File: src/rtl/seg_display_arbiter_if.sv
// ============================================================================
// Module      : seg_display_arbiter_if
// Description : Client request/data bus plus anode/segment display pins
//               shared by the seven-segment display arbiter.
// Revision    : 1.0 - initial release
// ============================================================================
`default_nettype none

interface seg_display_arbiter_if #(
    parameter int NREQ = 3
);
    logic [NREQ-1:0]    req;
    logic [16*NREQ-1:0] data;
    logic [NREQ-1:0]    gnt;
    logic [3:0]         an;
    logic [6:0]         seg;

    // Client side: raises requests, supplies digits, watches grant and pins.
    modport master (
        output req,
        output data,
        input  gnt,
        input  an,
        input  seg
    );

    // Arbiter side.
    modport slave (
        input  req,
        input  data,
        output gnt,
        output an,
        output seg
    );
endinterface

`default_nettype wire

File: src/rtl/seg_display_arbiter.sv
// ============================================================================
// Module      : seg_display_arbiter
// Description : Round-robin owner of a 4-digit multiplexed seven-segment
//               display; ownership changes only on scan-frame boundaries.
//               Optional macro SEG_BLANK_LEADING_EN enables leading-zero blanking.
// Revision    : 1.0 - initial release
// ============================================================================
`default_nettype none

module seg_display_arbiter #(
    parameter int NREQ     = 3,
    parameter int SCAN_DIV = 100000,
    parameter int MIN_HOLD = 64
) (
    input  wire                   clk,
    input  wire                   rst_n,
    seg_display_arbiter_if.slave  bus
);

    localparam int OW = $clog2(NREQ);
    localparam int DW = $clog2(SCAN_DIV);
    localparam int HW = $clog2(MIN_HOLD + 1);

    typedef enum logic [0:0] {
        S_IDLE = 1'b0,
        S_OWN  = 1'b1
    } state_t;

    state_t          state_q, state_d;
    logic [OW-1:0]   owner_q, owner_d;
    logic [OW-1:0]   rr_q,    rr_d;
    logic [HW-1:0]   hold_q,  hold_d;
    logic [DW-1:0]   div_q;
    logic [1:0]      dig_q;
    logic [3:0]      an_q,  an_d;
    logic [6:0]      seg_q, seg_d;

    logic            w_div_end;
    logic            w_fb;
    logic [OW:0]     w_first;
    logic [OW:0]     w_next;
    logic [15:0]     w_word;
    logic [3:0]      w_nib;
    logic            w_blank;

    function automatic logic [OW-1:0] inc_mod(input logic [OW-1:0] v);
        return (v == OW'(NREQ - 1)) ? '0 : v + 1'b1;
    endfunction

    // {found, index} of the first set request among `span` slots from `start`, wrapping.
    function automatic logic [OW:0] find_req(input logic [NREQ-1:0] r,
                                             input logic [OW-1:0]   start,
                                             input int              span);
        logic [OW:0] res;
        int          j;
        res = '0;
        for (int i = NREQ - 1; i >= 0; i--) begin
            j = int'(start) + i;
            if (j >= NREQ) j = j - NREQ;
            if (i < span && r[j]) res = {1'b1, OW'(j)};
        end
        return res;
    endfunction

    function automatic logic [6:0] hex7(input logic [3:0] n);
        case (n)
            4'h0: hex7 = 7'h40;  4'h1: hex7 = 7'h79;
            4'h2: hex7 = 7'h24;  4'h3: hex7 = 7'h30;
            4'h4: hex7 = 7'h19;  4'h5: hex7 = 7'h12;
            4'h6: hex7 = 7'h02;  4'h7: hex7 = 7'h78;
            4'h8: hex7 = 7'h00;  4'h9: hex7 = 7'h10;
            4'hA: hex7 = 7'h08;  4'hB: hex7 = 7'h03;
            4'hC: hex7 = 7'h46;  4'hD: hex7 = 7'h21;
            4'hE: hex7 = 7'h06;  default: hex7 = 7'h0E;
        endcase
    endfunction

    assign w_div_end = (div_q == DW'(SCAN_DIV - 1));
    assign w_fb      = w_div_end && (dig_q == 2'd3);
    assign w_first   = find_req(bus.req, rr_q, NREQ);
    assign w_next    = find_req(bus.req, inc_mod(owner_q), NREQ - 1);

    always_comb begin
        state_d = state_q;
        owner_d = owner_q;
        rr_d    = rr_q;
        hold_d  = hold_q;
        if (w_fb) begin
            case (state_q)
                S_IDLE: begin
                    if (w_first[OW]) begin
                        state_d = S_OWN;
                        owner_d = w_first[OW-1:0];
                        rr_d    = inc_mod(w_first[OW-1:0]);
                        hold_d  = '0;
                    end
                end
                default: begin
                    if (!bus.req[owner_q]) begin
                        if (w_next[OW]) begin
                            owner_d = w_next[OW-1:0];
                            rr_d    = inc_mod(w_next[OW-1:0]);
                            hold_d  = '0;
                        end else begin
                            state_d = S_IDLE;
                        end
                    end else if (hold_q >= HW'(MIN_HOLD) && w_next[OW]) begin
                        owner_d = w_next[OW-1:0];
                        rr_d    = inc_mod(w_next[OW-1:0]);
                        hold_d  = '0;
                    end else if (hold_q < HW'(MIN_HOLD)) begin
                        hold_d = hold_q + 1'b1;
                    end
                end
            endcase
        end
    end

    assign w_word = bus.data[int'(owner_q)*16 +: 16];
    assign w_nib  = w_word[int'(dig_q)*4 +: 4];

`ifdef SEG_BLANK_LEADING_EN
    // Digit 0 is never blanked so an all-zero value still shows "0".
    always_comb begin
        case (dig_q)
            2'd3:    w_blank = (w_word[15:12] == 4'h0);
            2'd2:    w_blank = (w_word[15:8]  == 8'h00);
            2'd1:    w_blank = (w_word[15:4]  == 12'h000);
            default: w_blank = 1'b0;
        endcase
    end
`else
    assign w_blank = 1'b0;
`endif

    always_comb begin
        an_d  = 4'hF;
        seg_d = 7'h7F;
        if (state_q == S_OWN) begin
            an_d  = ~(4'b0001 << dig_q);
            seg_d = w_blank ? 7'h7F : hex7(w_nib);
        end
    end

    always_ff @(posedge clk or negedge rst_n) begin
        if (!rst_n) begin
            state_q <= S_IDLE;
            owner_q <= '0;
            rr_q    <= '0;
            hold_q  <= '0;
            div_q   <= '0;
            dig_q   <= 2'd0;
            an_q    <= 4'hF;
            seg_q   <= 7'h7F;
        end else begin
            state_q <= state_d;
            owner_q <= owner_d;
            rr_q    <= rr_d;
            hold_q  <= hold_d;
            div_q   <= w_div_end ? '0 : div_q + 1'b1;
            if (w_div_end) dig_q <= dig_q + 2'd1;
            an_q    <= an_d;
            seg_q   <= seg_d;
        end
    end

    assign bus.gnt = (state_q == S_OWN) ? (NREQ'(1) << owner_q) : '0;
    assign bus.an  = an_q;
    assign bus.seg = seg_q;

endmodule

`default_nettype wire

File: src/flat_wrapper.sv
// flat-port wrapper written by rule: the top's interface ports become plain ports
module seg_display_arbiter_flat 
#(
    parameter int NREQ     = 3,
    parameter int SCAN_DIV = 100000,
    parameter int MIN_HOLD = 64
)
  (clk, rst_n, bus_req, bus_data, bus_gnt, bus_an, bus_seg);
  seg_display_arbiter_if #(.NREQ(NREQ)) bus_i ();
  input  wire clk;
  input  wire rst_n;
  input wire logic [$bits(bus_i.req)-1:0] bus_req;
  input wire logic [$bits(bus_i.data)-1:0] bus_data;
  output wire logic [$bits(bus_i.gnt)-1:0] bus_gnt;
  output wire logic [$bits(bus_i.an)-1:0] bus_an;
  output wire logic [$bits(bus_i.seg)-1:0] bus_seg;
  assign bus_i.req = bus_req;
  assign bus_i.data = bus_data;
  assign bus_gnt = bus_i.gnt;
  assign bus_an = bus_i.an;
  assign bus_seg = bus_i.seg;
  seg_display_arbiter #(.NREQ(NREQ), .SCAN_DIV(SCAN_DIV), .MIN_HOLD(MIN_HOLD)) u_core (.clk(clk), .rst_n(rst_n), .bus(bus_i));
endmodule
File: config.mk
export PLATFORM = sky130hd
export DESIGN_NAME = seg_display_arbiter_flat
export DESIGN_NICKNAME = d
export VERILOG_FILES = /design/src/rtl/seg_display_arbiter_if.sv /design/src/rtl/seg_display_arbiter.sv /design/src/flat_wrapper.sv
export SDC_FILE = /design/constraint.sdc
export NUM_CORES = 1
export LEC_CHECK = 0
export CAP_MARGIN = 25
export CORE_UTILIZATION = 54
export DETAILED_ROUTE_END_ITERATION = 10
export GPL_TIMING_DRIVEN = 0
export PLACE_DENSITY = 0.95
export SLEW_MARGIN = 0
export SYNTH_ARGS = -nofsm -noshare
export SYNTH_HDL_FRONTEND = slang
export SYNTH_SLANG_ARGS = --single-unit
File: constraint.sdc
create_clock -name clk -period 4.2 [get_ports clk]
set_clock_uncertainty 0.15 [all_clocks]
set_input_delay 0.63 -clock clk [delete_from_list [all_inputs] [get_ports clk]]
set_output_delay 0.63 -clock clk [all_outputs]
set_load 0.02 [all_outputs]
==> flow_summary_export.csv, run 1 <==
group,metric,value,unit
run_status,status,"complete, no violations",
floorplan,start_util,0.5721,
setup_path,crit_chain,"buf_2, buf_2, buf_2, inv_1, nor3_1, clkdlybuf4s50_1",
timing,timing_max_transition_violations_final,0,
detailed_routing,initialDrtViolationCount,167,
timing,fin_crit,3065,ps
detailed_routing,first_pass_iters,5,
setup_path,cp_max_fo,10,
clock_tree,cts_tree,"built",
floorplan,die_y,76.26,um
setup_path,start_kind,"flip-flop",
clock_tree,cts.sinks,42,
yosys,ys_warn_count,0,
power,power,995.4,uW
setup_path,cpMaxStageDelayCell,"clkdlybuf4s50_1",
cells_and_area,nFillCells,356,
setup_path,crit_top_cell,"buf_2",
cells_and_area,layout_common_cells,"clkdlybuf4s50_1 (65), dfrtp_1 (31), mux2i_1 (29)",
cells_and_area,area_growth,29.45,%
cells_and_area,seq_area,0.001065,mm2
setup_path,required,3420,ps
yosys,synth-edff-count,0,
yosys,avgSynthCellArea,10.34,um2
setup_path,cp_top_family,"buffers and inverters",
place,dp_slack,1108,ps
timing,tns,0,ps
setup_path,crit_path_end_kind,"output pin",
power,max-vdd-ir-drop,0.2084,mV
timing,slew_headroom,0.5725,
power,power.leakage,1.590,nW
yosys,syn_nets,354,
setup_path,worstPathArrival,2280,ps
place,io_buffer_count,66,
global_route,grt_pass1_wl,12360,um
yosys,synthFlopType,"dfrtp_1",
setup_path,critPathKind,"flip-flop to output pin",
timing,rsz0062_at_grt,"false",
clock_tree,post_cts.repair.setup_buffers,0,
clock_tree,htree_levels,2,
detailed_routing,finalWirelength,7564,um
floorplan,coreArea,0.005205,mm2
global_route,antenna_found_initial,0,
cells_and_area,final_common_cell,"clkdlybuf4s50_1",
timing,max_freq,326.3,MHz
clock_tree,numCtsBuffers,5,
timing,hold_viol,0,
floorplan,rows,26,
clock_tree,path_clk_slew,80,ps
run,drv_cap,0,
yosys,synth_seq_cells,42,
detailed_routing,vias_per_cell,5.977,
detailed_routing,antenna_left,0,
detailed_routing,drc,0,
yosys,synth_area,0.002978,mm2
floorplan,dieWidth,76.26,um
floorplan,boundaryPins,67,
global_route,grt_max_degree,23,
place,place.gp.congestion,0.8407,
cells_and_area,layout-drive-gt1-share,0.1295,
yosys,synth_cells,288,
yosys,synthArstFlopShare,1.000,
setup_path,cp.depth,6,
timing,timing.final.ws_setup,1135,ps
floorplan,die-area,0.005816,mm2
detailed_routing,vias,2588,
cells_and_area,nets,428,
place,hpwl,5762,um
clock_tree,insertion_delay,300,ps
setup_path,cpPeakStageDelay,650,ps
timing,post-route-period-util,0.7298,
min_path,hp-class,"primary input to async pin",
global_route,globalRouteTotalUtil,0.2681,
power,powerDensity,258.2,mW/mm2
cells_and_area,multi_input_comb_area,0.001765,mm2
detailed_routing,wl_per_cell,17.47,um
clock_tree,cts_hold_buf,0,
setup_path,ff2ff_path_depth,9,
clock_tree,clockRootBuffer,"clkbuf_8",
clock_tree,clockBufferDepth,2,
cells_and_area,diodes,0,
clock_tree,cts_resized,0,
setup_path,critPathBufInv,5,
timing,setup_viol,0,
global_route,grt_pass1_vias,2649,
yosys,synthDistinctLibCells,60,
timing,worst_pin_slew,634.5,ps
global_route,overflow,0,
yosys,ys_seq_area_frac,0.3576,
metal layers:
layer  global-route usage  share of wire
met5                    0              0
met4               0.1096          0.022
met3              0.04311          0.037
met2               0.4613           0.51
met1               0.3344           0.43
cell families after synthesis:
kind of cell,after synthesis,synth area share
and+or+nand+nor,78,0.1496
DFF,42,0.3576
buffers and inverters,31,0.04958
xor gates and xnor gates,15,0.04412
AOI/OAI and AO/OA,69,0.1857
muxes,39,0.1555
adders and majority gates,14,0.05798
report_power, final:
| part | switching (mW) | internal [mW] | leakage, nW |
|---|---|---|---|
| Sequential | 0.00532 | 0.425 | 0.499 |
| Clock | 0.138 | 0.178 | 0.0524 |
| Combinational | 0.117 | 0.132 | 1.04 |
| Total | 0.261 | 0.735 | 1.59 |
cells in the mapped netlist (4+ instances only):
master | instances | area (um2)
dfrtp_1 | 31 | 775.7
mux2i_1 | 29 | 290.3
o2bb2ai_1 | 17 | 148.9
inv_1 | 16 | 60.06
nor2_1 | 16 | 60.06
ha_1 | 13 | 162.7
nand2_1 | 12 | 45.04
dfstp_2 | 11 | 289.0
nand3_1 | 11 | 55.05
o21ai_0 | 11 | 55.05
xnor2_1 | 8 | 70.07
and3_1 | 7 | 43.79
buf_2 | 7 | 35.03
xor2_1 | 7 | 61.31
a21oi_1 | 5 | 25.02
a2bb2oi_1 | 5 | 43.79
mux4_2 | 5 | 112.6
nor3_1 | 5 | 25.02
mux2_2 | 4 | 45.04
nand2b_1 | 4 | 25.02
path summary, 6_finish.rpt:
check	startpoint	to	slack [ps]
min	rst_n	u_core.hold_q[3]$_DFFE_PN0P_	160
min in group clk	u_core.div_q[0]$_DFF_PN0_	u_core.div_q[0]$_DFF_PN0_	350
max reg2reg	u_core.owner_q[0]$_DFFE_PN0P_	u_core.bus.seg[3]$_DFF_PN1_	1350
min reg2reg	u_core.div_q[0]$_DFF_PN0_	u_core.div_q[0]$_DFF_PN0_	350
max in group asynchronous	rst_n	u_core.bus.seg[6]$_DFF_PN1_	3180
max	u_core.owner_q[0]$_DFFE_PN0P_	bus_gnt[1]	1140
final cells by class:
class                   count  share of cell area
plain buffers              13             0.02077
clock buffers               7             0.01980
clock inverters             1            0.007790
inverters                  18             0.01753
multi-input cells         215              0.4580
flip-flops and latches     42              0.2762
well taps                  70             0.02272
repair buffers             67              0.1772
worst reg2reg max path: stages, from the launching register on:
cell,delay (ps)
dfrtp_1,370
buf_2,160
nor2b_4,160
buf_6,140
buf_2,200
o2bb2ai_1,140
mux4_2,550
ha_1,290
mux4_2,460
nand2b_1,160
registers in the layout (all words and copies together), names as in the netlist:
signal / cells
u_core.bus.seg: 7
u_core.dig_q: 2
u_core.rr_q: 2
u_core.state_q: 1
u_core.hold_q: 7
u_core.bus.an: 4
u_core.owner_q: 2
u_core.div_q: 17
through the flow:
step	area (um2)	hold slack, ps	util	instances
floorplan	2978	184.4	-	288
global placement	3726	321.1	0.7159	424
detailed placement	3749	332.8	0.7202	425
CTS	3855	165.2	0.7406	433
global route	3855	187.8	0.7406	433
finish	3855	159.8	0.7406	433
No activity file was read; power rests on OpenSTA's default activity.
==> inputs of run 2 (changes only) <==
--- a/config.mk
+++ b/config.mk
@@ -6,10 +6,10 @@
 export NUM_CORES = 1
 export LEC_CHECK = 0
 export CAP_MARGIN = 25
-export CORE_UTILIZATION = 54
+export CORE_UTILIZATION = 46
 export DETAILED_ROUTE_END_ITERATION = 10
 export GPL_TIMING_DRIVEN = 0
-export PLACE_DENSITY = 0.95
+export PLACE_DENSITY = 0.87
 export SLEW_MARGIN = 0
 export SYNTH_ARGS = -nofsm -noshare
 export SYNTH_HDL_FRONTEND = slang
==> constraint.sdc (replaced) <==
create_clock -name clk -period 2.5 [get_ports clk]
set_clock_uncertainty 0.15 [all_clocks]
set_input_delay 0.375 -clock clk [delete_from_list [all_inputs] [get_ports clk]]
set_output_delay 0.375 -clock clk [all_outputs]
set_load 0.02 [all_outputs]
==> flow_summary_export.csv, run 2 (same netlist as run 1, synthesis figures left out) <==
group,metric,value,unit
power,powerDensity,425.1,mW/mm2
setup_path,cp_max_fo,10,
clock_tree,clockBufferDepth,2,
setup_path,critPathKind,"flip-flop to flip-flop",
timing,rsz0062_at_grt,"true",
power,internal_power,1.277,mW
detailed_routing,initialDrtViolationCount,119,
detailed_routing,wl_per_cell,18.56,um
min_path,hp-class,"primary input to async pin",
timing,worst_pin_slew,921.4,ps
place,place_area,0.003765,mm2
global_route,grt_pass1_wl,12460,um
detailed_routing,finalWirelength,8390,um
cells_and_area,diodes,0,
global_route,grt_max_degree,43,
global_route,use_met3,0.05055,
clock_tree,htree_levels,2,
clock_tree,clockRootBuffer,"clkbuf_8",
power,max-vdd-ir-drop,0.3602,mV
power,power.leakage,1.708,nW
cells_and_area,layout-drive-gt1-share,0.2228,
setup_path,worstPathArrival,2770,ps
global_route,grtUsageMet2,0.4273,
place,hpwl,5449,um
detailed_routing,first_pass_iters,4,
timing,hold_viol,0,
power,power,1.762,mW
power,switchingPower,485.4,uW
power,clock_power_share,0.309,
cells_and_area,final_common_cell,"clkdlybuf4s50_1",
floorplan,rows,28,
run_status,status,"finished with violations",
setup_path,required,2580,ps
cells_and_area,fin_area,0.004145,mm2
power,combPwrFrac,0.280,
cells_and_area,layout_common_cells,"clkdlybuf4s50_1 (62), dfrtp_1 (31), mux2i_1 (25)",
timing,hold_ws,50.48,ps
global_route,grt-busiest-layer,"met2",
timing,setup_viol,1,
floorplan,coreArea,0.006096,mm2
cells_and_area,nets,442,
setup_path,start_kind,"flip-flop",
floorplan,die_y,82.46,um
global_route,antenna_found_initial,0,
place,dp_slack,-371.3,ps
setup_path,crit_path_end_kind,"flip-flop",
timing,timing.final.ws_setup,-185.4,ps
timing,post-route-period-util,1.074,
timing,max_freq,372.4,MHz
clock_tree,numCtsBuffers,5,
detailed_routing,antenna_left,0,
detailed_routing,vias,2686,
run,drv_cap,0,
clock_tree,path_clk_slew,80,ps
global_route,overflow,0,
detailed_routing,drc,0,
clock_tree,cts_tree,"built",
timing,tns,-185.4,ps
global_route,grt_pass1_vias,2657,
power,seqPwrFrac,0.411,
floorplan,dieWidth,82.46,um
detailed_routing,vias_per_cell,5.942,
clock_tree,cts_hold_buf,0,
place,place.gp.congestion,0.8682,
run_status,violations,"setup timing",
global_route,globalRouteTotalUtil,0.2458,
clock_tree,insertion_delay,300,ps
clock_tree,cts.sinks,42,
timing,slew_headroom,0.3857,
floorplan,start_util,0.4885,
power,netSwitchingFraction,0.2755,
place,io_buffer_count,66,
cells_and_area,largest_reg_flops,17,
cells_and_area,regMostFlops,"u_core.div_q",
timing,timing_max_transition_violations_final,0,
floorplan,die-area,0.006800,mm2
global_route,met1_usage,0.2986,
floorplan,boundaryPins,67,
cells_and_area,area_growth,39.20,%
timing,fin_crit,2685,ps
-- run 2: cell count changes in the layout (fill, tap and decap cells not counted), sizes merged --
cell           delta
buf              +14
clkbuf            -2
clkdlybuf4s50     -3
clkinv            +1
dlygate4sd2       +3
inv               +1
-- run 2: repair_timing --
| item | 4_1_cts | 5_1_grt |
|---|---|---|
| buffers inserted | 11 | 5 |
| pin swaps | 2 | 5 |
| setup endpoints to repair | 8 | 7 |
| gates resized for setup | 22 | 18 |
-- run 2: power by group through the flow --
stage               logic [mW]  clock network [mW]  registers [mW]
CTS                      0.454               0.550           0.724
floorplan                0.210                   0           0.760
global placement         0.404                   0           0.736
global route             0.523               0.578           0.727
detailed placement       0.415                   0           0.737
finish                   0.493               0.544           0.724
-- run 2: per-layer routing --
layer  routed length (um)  vias up
met2                 4277       87
met1                 3480     1324
met5                    0        -
met3                  437       18
met4                  195        0
li1                     -     1257
-- run 2: area by class of cell --
class | instances | area [um2]
buffer | 12 | 120.1
clock buffer | 5 | 68.82
clock inverter | 3 | 43.79
fill | 432 | 1951
inverter | 18 | 68.82
multi-input combinational | 215 | 1913
sequential | 42 | 1065
tap | 75 | 93.84
timing repair buffer | 82 | 772.0
-- run 2: metrics by stage --
stage,cells,util
after CTS,448,0.6626
after global routing,452,0.6800
final,452,0.6800
after detailed placement,429,0.6176
after floorplan,288,-
after global placement,429,0.6184
-- run 2: worst paths after layout --
kind	startpoint	endpoint	slack, ps	cells past startpoint
min	rst_n	u_core.hold_q[4]$_DFFE_PN0P_	50	1
max reg2reg	u_core.owner_q[0]$_DFFE_PN0P_	u_core.bus.seg[3]$_DFF_PN1_	-190	10
max	u_core.owner_q[0]$_DFFE_PN0P_	u_core.bus.seg[3]$_DFF_PN1_	-190	10
min in group clk	u_core.div_q[4]$_DFF_PN0_	u_core.div_q[4]$_DFF_PN0_	350	1
min reg2reg	u_core.div_q[4]$_DFF_PN0_	u_core.div_q[4]$_DFF_PN0_	350	1
max in group asynchronous	rst_n	u_core.div_q[15]$_DFF_PN0_	1570	1
-- run 2: worst max-delay path, stage by stage (launching register included) --
cell       delay (ps)
dfrtp_1           380
buf_6             120
buf_2             180
buf_6             170
o2bb2ai_1         160
mux4_2            380
inv_2              90
buf_4             140
ha_2              210
mux4_2            490
nand2b_4          150
